===== config.mk =====
export PLATFORM = sky130hd
export DESIGN_NAME = sub_bytes_iter_flat
export DESIGN_NICKNAME = d
export VERILOG_FILES = /design/src/rtl/aes_pkg.sv /design/src/rtl/sub_bytes_iter_if.sv /design/src/rtl/aes_sbox.sv /design/src/rtl/sub_bytes_iter.sv /design/src/flat_wrapper.sv
export SDC_FILE = /design/constraint.sdc
export NUM_CORES = 1
export LEC_CHECK = 0
export ABC_AREA = 1
export BUFFER_PORTS_ARGS = -buffer_cell sky130_fd_sc_hd__buf_4
export CORE_ASPECT_RATIO = 1.75
export CORE_MARGIN = 2
export CORE_UTILIZATION = 48
export DETAILED_ROUTE_END_ITERATION = 12
export HOLD_SLACK_MARGIN = 0.08
export PLACE_DENSITY = 0.68
export SLEW_MARGIN = 30
export SYNTH_ARGS = -nofsm -noshare
export SYNTH_HDL_FRONTEND = slang
export SYNTH_SLANG_ARGS = --single-unit
export TNS_END_PERCENT = 10

===== constraint.sdc =====
create_clock -name clk -period 2.9 [get_ports clk]
set_clock_uncertainty 0.05 [all_clocks]
set_input_delay 0.145 -clock clk [delete_from_list [all_inputs] [get_ports clk]]
set_output_delay 0.145 -clock clk [all_outputs]
set_load 0.02 [all_outputs]

===== src/rtl/aes_pkg.sv =====
// Shared AES constants: S-box table, block geometry
// and the byte-index helper for [0:127] big-endian ordering.
package aes_pkg;

  localparam int AES_BLOCK_BITS = 128;
  localparam int AES_BYTE_BITS  = 8;
  localparam int AES_IDX_BITS   = $clog2(AES_BLOCK_BITS);

  localparam logic [0:255][7:0] SBOX = {
    128'h637c777bf26b6fc53001672bfed7ab76,
    128'hca82c97dfa5947f0add4a2af9ca472c0,
    128'hb7fd9326363ff7cc34a5e5f171d83115,
    128'h04c723c31896059a071280e2eb27b275,
    128'h09832c1a1b6e5aa0523bd6b329e32f84,
    128'h53d100ed20fcb15b6acbbe394a4c58cf,
    128'hd0efaafb434d338545f9027f503c9fa8,
    128'h51a3408f929d38f5bcb6da2110fff3d2,
    128'hcd0c13ec5f974417c4a77e3d645d1973,
    128'h60814fdc222a908846eeb814de5e0bdb,
    128'he0323a0a4906245cc2d3ac629195e479,
    128'he7c8376d8dd54ea96c56f4ea657aae08,
    128'hba78252e1ca6b4c6e8dd741f4bbd8b8a,
    128'h703eb5664803f60e613557b986c11d9e,
    128'he1f8981169d98e949b1e87e9ce5528df,
    128'h8ca1890dbfe6426841992d0fb054bb16
  };

  // Byte k occupies bits [8k:8k+7]; returns the low index 8k.
  function automatic logic [AES_IDX_BITS-1:0] byte_base(input int k);
    return AES_IDX_BITS'(k * AES_BYTE_BITS);
  endfunction

endpackage


===== src/rtl/sub_bytes_iter_if.sv =====
// Valid/ready input and output streams of the
// iterative SubBytes stage.
interface sub_bytes_iter_if;
  import aes_pkg::*;

  logic                      in_valid;
  logic                      in_ready;
  logic [0:AES_BLOCK_BITS-1] in_data;
  logic                      out_valid;
  logic                      out_ready;
  logic [0:AES_BLOCK_BITS-1] out_data;

  modport master (
    output in_valid, in_data, out_ready,
    input  in_ready, out_valid, out_data
  );

  modport slave (
    input  in_valid, in_data, out_ready,
    output in_ready, out_valid, out_data
  );

endinterface


===== src/rtl/aes_sbox.sv =====
// Combinational AES forward S-box lookup.
// Shared by SubBytes and key expansion.
module aes_sbox
  import aes_pkg::*;
(
  input  logic [AES_BYTE_BITS-1:0] byte_val,
  output logic [AES_BYTE_BITS-1:0] sub_val
);

  assign sub_val = SBOX[byte_val];

endmodule


===== src/rtl/sub_bytes_iter.sv =====
// Iterative SubBytes: BYTES_PER_CYCLE shared S-boxes
// walk the 16-byte state in place, chunk by chunk.
module sub_bytes_iter
  import aes_pkg::*;
#(
  parameter int BYTES_PER_CYCLE = 4
) (
  input  logic            clk,
  input  logic            rst_n,
  sub_bytes_iter_if.slave bus,
  output logic            busy
);

  localparam int B  = BYTES_PER_CYCLE;
  localparam int NB = AES_BLOCK_BITS / AES_BYTE_BITS;
  localparam int N  = NB / B;
  localparam int CW = (N > 1) ? $clog2(N) : 1;
  localparam logic [CW-1:0] LAST = CW'(N - 1);

  localparam logic [1:0] S_IDLE = 2'd0;
  localparam logic [1:0] S_BUSY = 2'd1;
  localparam logic [1:0] S_DONE = 2'd2;

  if (!(B == 1 || B == 2 || B == 4 ||
        B == 8 || B == 16)) begin : g_bad_b
    $error("BYTES_PER_CYCLE must be 1, 2, 4, 8 or 16");
  end

  logic [1:0]                state;
  logic [CW-1:0]             cnt;
  logic [0:AES_BLOCK_BITS-1] work;
  logic [0:AES_BLOCK_BITS-1] work_nxt;
  logic [AES_BYTE_BITS-1:0]  lane_in  [B];
  logic [AES_BYTE_BITS-1:0]  lane_out [B];
  logic                      is_idle;
  logic                      is_busy;
  logic                      is_done;
  logic                      last;

  assign is_idle = (state == S_IDLE);
  assign is_busy = (state == S_BUSY);
  assign is_done = (state == S_DONE);
  assign last    = (cnt == LAST);

  always_comb begin
    for (int i = 0; i < B; i++) begin
      lane_in[i] =
        work[byte_base(int'(cnt) * B + i) +: AES_BYTE_BITS];
    end
  end

  for (genvar g = 0; g < B; g++) begin : g_lane
    aes_sbox u_sbox (
      .byte_val (lane_in[g]),
      .sub_val  (lane_out[g])
    );
  end

  // Write the substituted lanes back over their source bytes.
  always_comb begin
    work_nxt = work;
    for (int i = 0; i < B; i++) begin
      work_nxt[byte_base(int'(cnt) * B + i) +: AES_BYTE_BITS] =
        lane_out[i];
    end
  end

  always_ff @(posedge clk or negedge rst_n) begin
    if (!rst_n) begin
      state <= S_IDLE;
      cnt   <= '0;
      work  <= '0;
    end else begin
      unique case (1'b1)
        is_idle: begin
          if (bus.in_valid) begin
            work  <= bus.in_data;
            cnt   <= '0;
            state <= S_BUSY;
          end
        end
        is_busy: begin
          work <= work_nxt;
          cnt  <= last ? '0 : cnt + 1'b1;
          if (last) state <= S_DONE;
        end
        is_done: begin
          if (bus.out_ready) state <= S_IDLE;
        end
        default: state <= S_IDLE;
      endcase
    end
  end

  assign bus.in_ready  = is_idle;
  assign bus.out_valid = is_done;
  assign bus.out_data  = work;
  assign busy          = is_busy;

endmodule


===== src/flat_wrapper.sv =====
// flat-port wrapper written by rule: the top's interface ports become plain ports
module sub_bytes_iter_flat import aes_pkg::*;
#(
  parameter int BYTES_PER_CYCLE = 4
)
  (clk, rst_n, busy, bus_in_valid, bus_in_data, bus_out_ready, bus_in_ready, bus_out_valid, bus_out_data);
  sub_bytes_iter_if bus_i ();
  input  logic clk;
  input  logic rst_n;
  output logic busy;
  input wire logic [$bits(bus_i.in_valid)-1:0] bus_in_valid;
  input wire logic [$bits(bus_i.in_data)-1:0] bus_in_data;
  input wire logic [$bits(bus_i.out_ready)-1:0] bus_out_ready;
  output wire logic [$bits(bus_i.in_ready)-1:0] bus_in_ready;
  output wire logic [$bits(bus_i.out_valid)-1:0] bus_out_valid;
  output wire logic [$bits(bus_i.out_data)-1:0] bus_out_data;
  assign bus_i.in_valid = bus_in_valid;
  assign bus_i.in_data = bus_in_data;
  assign bus_i.out_ready = bus_out_ready;
  assign bus_in_ready = bus_i.in_ready;
  assign bus_out_valid = bus_i.out_valid;
  assign bus_out_data = bus_i.out_data;
  sub_bytes_iter #(.BYTES_PER_CYCLE(BYTES_PER_CYCLE)) u_core (.clk(clk), .rst_n(rst_n), .bus(bus_i), .busy(busy));
endmodule

==> impl_results.md, run 1 <==
- Starting density of the core: 0.4842
- Count of input and output buffers: 262
- Syn avg cell area: between 5 and 6 um^2
- First-pass GRT wire length: just under 200 mm
- Syn_nets: between 3000 and 4000
- Number of sinks driven by the clock tree: around 130
- Cell area after technology mapping: 19650 um^2
- Boundary Pins: 263
- Number of warnings printed during yosys synthesis: 0
- Number of buffers on the longest clock path: 2
- Main flop type after synthesis: dfrtp_1
- Global placement routability congestion: between 1 and 1.5
- Number of global-route vias before repair: 32450
- Pin count of the biggest net entering global routing: 68
- Number of buffers added by the clock tree synthesis step: 17
- FF+latch count, synth: between 100 and 150
- Total routing usage reported by global routing: 0.6140
- Level count of the clock H-tree: 4
- Portion of the post-synthesis area used by sequential elements: 0.1681
- Synth unique cells: 36
- Core Rows: 98
- Outcome: aborted with a tool error
- Dpl hpwl: 88.76 mm
- FFs w/ async S/R, synth: 1.000
- Die boundary height: around 270 um
- Clock root cell: clkbuf_16
- Synthesized instance count: 3491
- Total gr overflow: 5
- Worst setup slack after placement: -0.2452 ns
- Horizontal extent of the die: roughly 160 um
- Failed at: 5_1_grt
- Error Message: [ERROR GRT-0116] Global routing finished with congestion. Check the congestion regions in the DRC Viewer.
- EDFF count, synth: 0
## per-layer routing
| metal | track usage | GRT overflow |
|---|---|---|
| met1 | 0.6159 | 0 |
| met3 | 0.3501 | 0 |
| met4 | 0.6449 | 2 |
| met2 | 0.8481 | 3 |
| met5 | 0.006969 | 0 |
## cell families after synthesis
group / synth area share
and+or+nand+nor: 0.5731
adders and majority gates: 0.03820
DFF: 0.1681
AOI/OAI and AO/OA: 0.1213
buffers and inverters: 0.09926
## repair_timing
| item | CTS |
|---|---|
| setup endpoints to repair | 123 |
| cloned | 2 |
| hold buffers | 131 |
| pin swaps | 4 |
| hold endpoints to repair | 194 |
| gates resized for setup | 71 |
| setup buffers | 1 |
## Yosys cell counts, types with 5 or more instances
library cell | n | area share
inv_2 | 22 | 0.0042
a31oi_1 | 5 | 0.0016
nand2_1 | 923 | 0.18
a32oi_4 | 5 | 0.0070
nand2_2 | 57 | 0.018
or2_1 | 16 | 0.0051
o21ai_1 | 24 | 0.0061
o211ai_1 | 15 | 0.0057
nand3_1 | 1079 | 0.27
nand3b_1 | 7 | 0.0027
ha_1 | 60 | 0.038
clkbuf_1 | 84 | 0.016
o21ai_0 | 56 | 0.014
inv_1 | 90 | 0.017
buf_6 | 28 | 0.016
a21oi_1 | 319 | 0.081
buf_2 | 114 | 0.029
nand2_4 | 9 | 0.0052
nor2_1 | 259 | 0.049
buf_4 | 26 | 0.0099
or2_2 | 16 | 0.0051
buf_1 | 21 | 0.0040
dfrtp_1 | 132 | 0.17
nand3_2 | 11 | 0.0056
a21oi_2 | 5 | 0.0022
nand4_1 | 93 | 0.030
## through the flow
step | hold slack, ns | util | instance area (um^2) | cells
after floorplan | -0.2006 | - | 19650 | 3491
after global placement | 0.1285 | 0.6274 | 25460 | 4543
after detailed placement | 0.1379 | 0.6281 | 25490 | 4544
after CTS | 0.2343 | 0.6848 | 27790 | 4710
==> inputs of run 2 (changes only) <==
--- a/config.mk
+++ b/config.mk
@@ -7,12 +7,10 @@
 export LEC_CHECK = 0
 export ABC_AREA = 1
 export BUFFER_PORTS_ARGS = -buffer_cell sky130_fd_sc_hd__buf_4
-export CORE_ASPECT_RATIO = 1.75
 export CORE_MARGIN = 2
-export CORE_UTILIZATION = 48
+export CORE_UTILIZATION = 33
 export DETAILED_ROUTE_END_ITERATION = 12
-export HOLD_SLACK_MARGIN = 0.08
-export PLACE_DENSITY = 0.68
+export PLACE_DENSITY_LB_ADDON = 0.15
 export SLEW_MARGIN = 30
 export SYNTH_ARGS = -nofsm -noshare
 export SYNTH_HDL_FRONTEND = slang
==> run 2 against run 1 <==
  * Synthesized cell count stayed put
  * The flow now finishes, with violations (setup timing)
  * Synthesized area stayed put
==> impl_results.md, run 2 <==
- Outcome: finished, violations left
- Violated checks: setup timing
- Vias per Instance: 5.957
- Reg2reg setup slack: -0.04 ns
- CP Max Fanout: 10
- Leading cell type in the layout, fill and taps excluded: nand3_1
- Portion of the post-synthesis area used by sequential elements: 0.1681 (unchanged)
- Number of nets in the finished design: 4537
- Count of input and output buffers: 262 (unchanged)
- Antenna violations before repair: 2
- Startpoint of the worst register-to-register path: u_core.cnt[0]
- Standard cell core area: 58910 um^2
- Share of the cycle needed by the critical path after routing: 1.013
- Hold violation count in the final report: 0
- Minimum clock period after layout: around 2.9 ns
- EDFF count, synth: 0 (unchanged)
- Required time reported for the critical path endpoint: 3.28 ns
- Clock root cell: clkbuf_16
- Global placement routability congestion: 1.049 (-12%)
- Worst Min Path Start: bus_in_data[50]
- Total routing usage reported by global routing: 0.3971
- Detailed-router iteration count before antenna repair: 6
- Synth unique cells: 36 (unchanged)
- First-pass GRT wire length: 182.8 mm
- Horizontal extent of the die: 248.0 um (+58%)
- Number of sinks driven by the clock tree: 132 (unchanged)
- Number of warnings printed during yosys synthesis: 0 (unchanged)
- Achievable Freq: 340.4 MHz
- Layout filler cell count: around 6000
- Total wire length: around 130 mm
- Insertion delay of the later-clocked pin in the worst-skew pair: around 0.52 ns
- Unrepaired setup endpoints after global routing: true
- Vias post-DR: between 30000 and 40000
- Synthesized instance count: 3491 (unchanged)
- CTS tree: built
- Transition at the pin with the smallest max-transition slack: about 1.0 ns
- Crit Path Class: reg2reg
- Worst EP arrival: about 3.3 ns
- Leading area contributor after synthesis: nand3_1
- Die Outline Area: approximately 60000 um^2
- Number of buffers on the longest clock path: 2 (unchanged)
- Syn_nets: 3683 (unchanged)
- Kind of launch point of the worst setup path: flip-flop
- Dpl hpwl: 94.90 mm (+6.9%)
- Pin count of the biggest net entering global routing: 94
- Main flop type after synthesis: dfrtp_1
- Top cells by instance count after synthesis: 1079 x nand3_1, 923 x nand2_1, 319 x a21oi_1
- Syn avg cell area: 5.630 um^2 (unchanged)
- 1st-iter DRT viols: 3849
- Detailed-route wire length per cell: 25.08 um
- Max-capacitance violation count: 0
- Starting density of the core: 0.3336 (-0.1506)
- Number of antenna cells inserted: 0
- Final setup violation count: 5
- Clock transition time at the flip-flop clock pins of the worst setup and hold paths: around 0.08 ns
- Number of global-route vias before repair: 28070
- Area share of the largest cell type after synthesis: 0.2748 (unchanged)
- Tightest Hold Check Type: in2reg
- Max-slew headroom at the worst pin: 0.3024
- Post-synthesis to final-layout area growth: 58.24%
- FFs w/ async S/R, synth: 1.000 (unchanged)
- Worst setup slack after placement: -0.1937 ns (+0.05146 ns)
- FF+latch count, synth: 132 (unchanged)
- Fraction of layout instances using a drive strength above 1: 0.3274
- Level count of the clock H-tree: 4 (unchanged)
- Number of flip-flops in the largest register: approximately 130
- Smallest setup slack after layout: -0.03791 ns
- Cell area after technology mapping: 19650 um^2 (unchanged)
- Die boundary height: 248.0 um (-8.7%)
- Final Max Slew Viols: 0
- Dominant cell by count in the synthesized netlist: nand3_1
- Start point of the critical path: u_core.cnt[0]
- Boundary Pins: 263 (unchanged)
- Remaining number of nets flagged by the antenna check after routing: 0
- Number of buffers added by the clock tree synthesis step: 17 (unchanged)
- Endpoint class of the critical path: flip-flop
- Most frequent cells in the layout: 986 x nand3_1, 860 x buf_4, 826 x nand2_1
- Ranking of synthesized cells by area: nand3_1 27%, nand2_1 18%, dfrtp_1 17%
- Number of remaining DRC errors: 0
- Core Rows: 89 (-9.2%)
- Total gr overflow: 0
## run 2: cell counts after synthesis
Identical to the previous run, type by type.
## run 2: area by class of cell
| type | instances | area (um^2) | share of cell area |
|---|---|---|---|
| clock buffer | 17 | 425.4 | 0.01368 |
| tap | 773 | 967.2 | 0.03110 |
| sequential | 132 | 3308 | 0.1064 |
| inverter | 116 | 484.2 | 0.01557 |
| timing repair buffer | 1109 | 9887 | 0.3179 |
| multi-input combinational | 2969 | 15830 | 0.5091 |
| clock inverter | 15 | 195.2 | 0.006276 |
## run 2: cell families after synthesis
group                      Yosys count  share of synthesized area
DFF                                132                     0.1681
buffers and inverters              391                    0.09926
and+or+nand+nor                   2474                     0.5731
adders and majority gates           60                    0.03820
AOI/OAI and AO/OA                  434                     0.1213
## run 2: final timing paths
path,to,cells past startpoint
max,u_core.bus.out_data[29],17
min,u_core.bus.out_data[77],3
max reg2reg,u_core.bus.out_data[29],17
min reg2reg,u_core.bus.out_data[21],2
max in group asynchronous,u_core.bus.out_data[112],3
min in group asynchronous,u_core.bus.out_data[93],2
## run 2: worst max-delay path: stages (launching register included)
cell and delay [ns]:
dfrtp_4 0.58, inv_8 0.12, buf_12 0.14, buf_4 0.15
nand2_1 0.06, nand3_1 0.10, nand2_2 0.08, buf_12 0.15
buf_4 0.14, nand2_1 0.29, nand3_1 0.19, nand3_1 0.12
nand3_1 0.08, nand3_2 0.11, nand3_2 0.13, nand2_4 0.12
nand3_1 0.09, a21oi_2 0.15
## run 2: metrics by stage
stage	TNS [ns]	instances	area, um^2	hold WS, ns	utilization
floorplan	0	3491	19650	-0.2006	-
global placement	-11.47	4923	27120	0.1668	0.4603
detailed placement	-10.18	4923	27120	0.1680	0.4603
CTS	-0.2847	5088	29300	0.01177	0.4973
global route	-8.139	5131	31100	0.03239	0.5279
finish	-0.1113	5131	31100	0.02473	0.5279
## run 2: timing repair
| item | CTS | global route |
|---|---|---|
| endpoints found under the hold margin | 190 | 0 |
| gates cloned | 0 | 9 |
| endpoints found under the setup margin | 112 | 128 |
| resized for setup | 62 | 337 |
| pin swaps | 3 | 61 |
| hold buffers | 130 | 0 |
| buffers inserted | 3 | 34 |
## run 2: layer usage
layer	global-route usage	part of all wire
met4	0.2112	0.060
met3	0.07337	0.10
met1	0.5327	0.40
met2	0.6027	0.44
met5	0	0.00019
Power of run 2 is not shown: default switching activity piles up to over one toggle a cycle in this logic, so the estimate is an artifact.
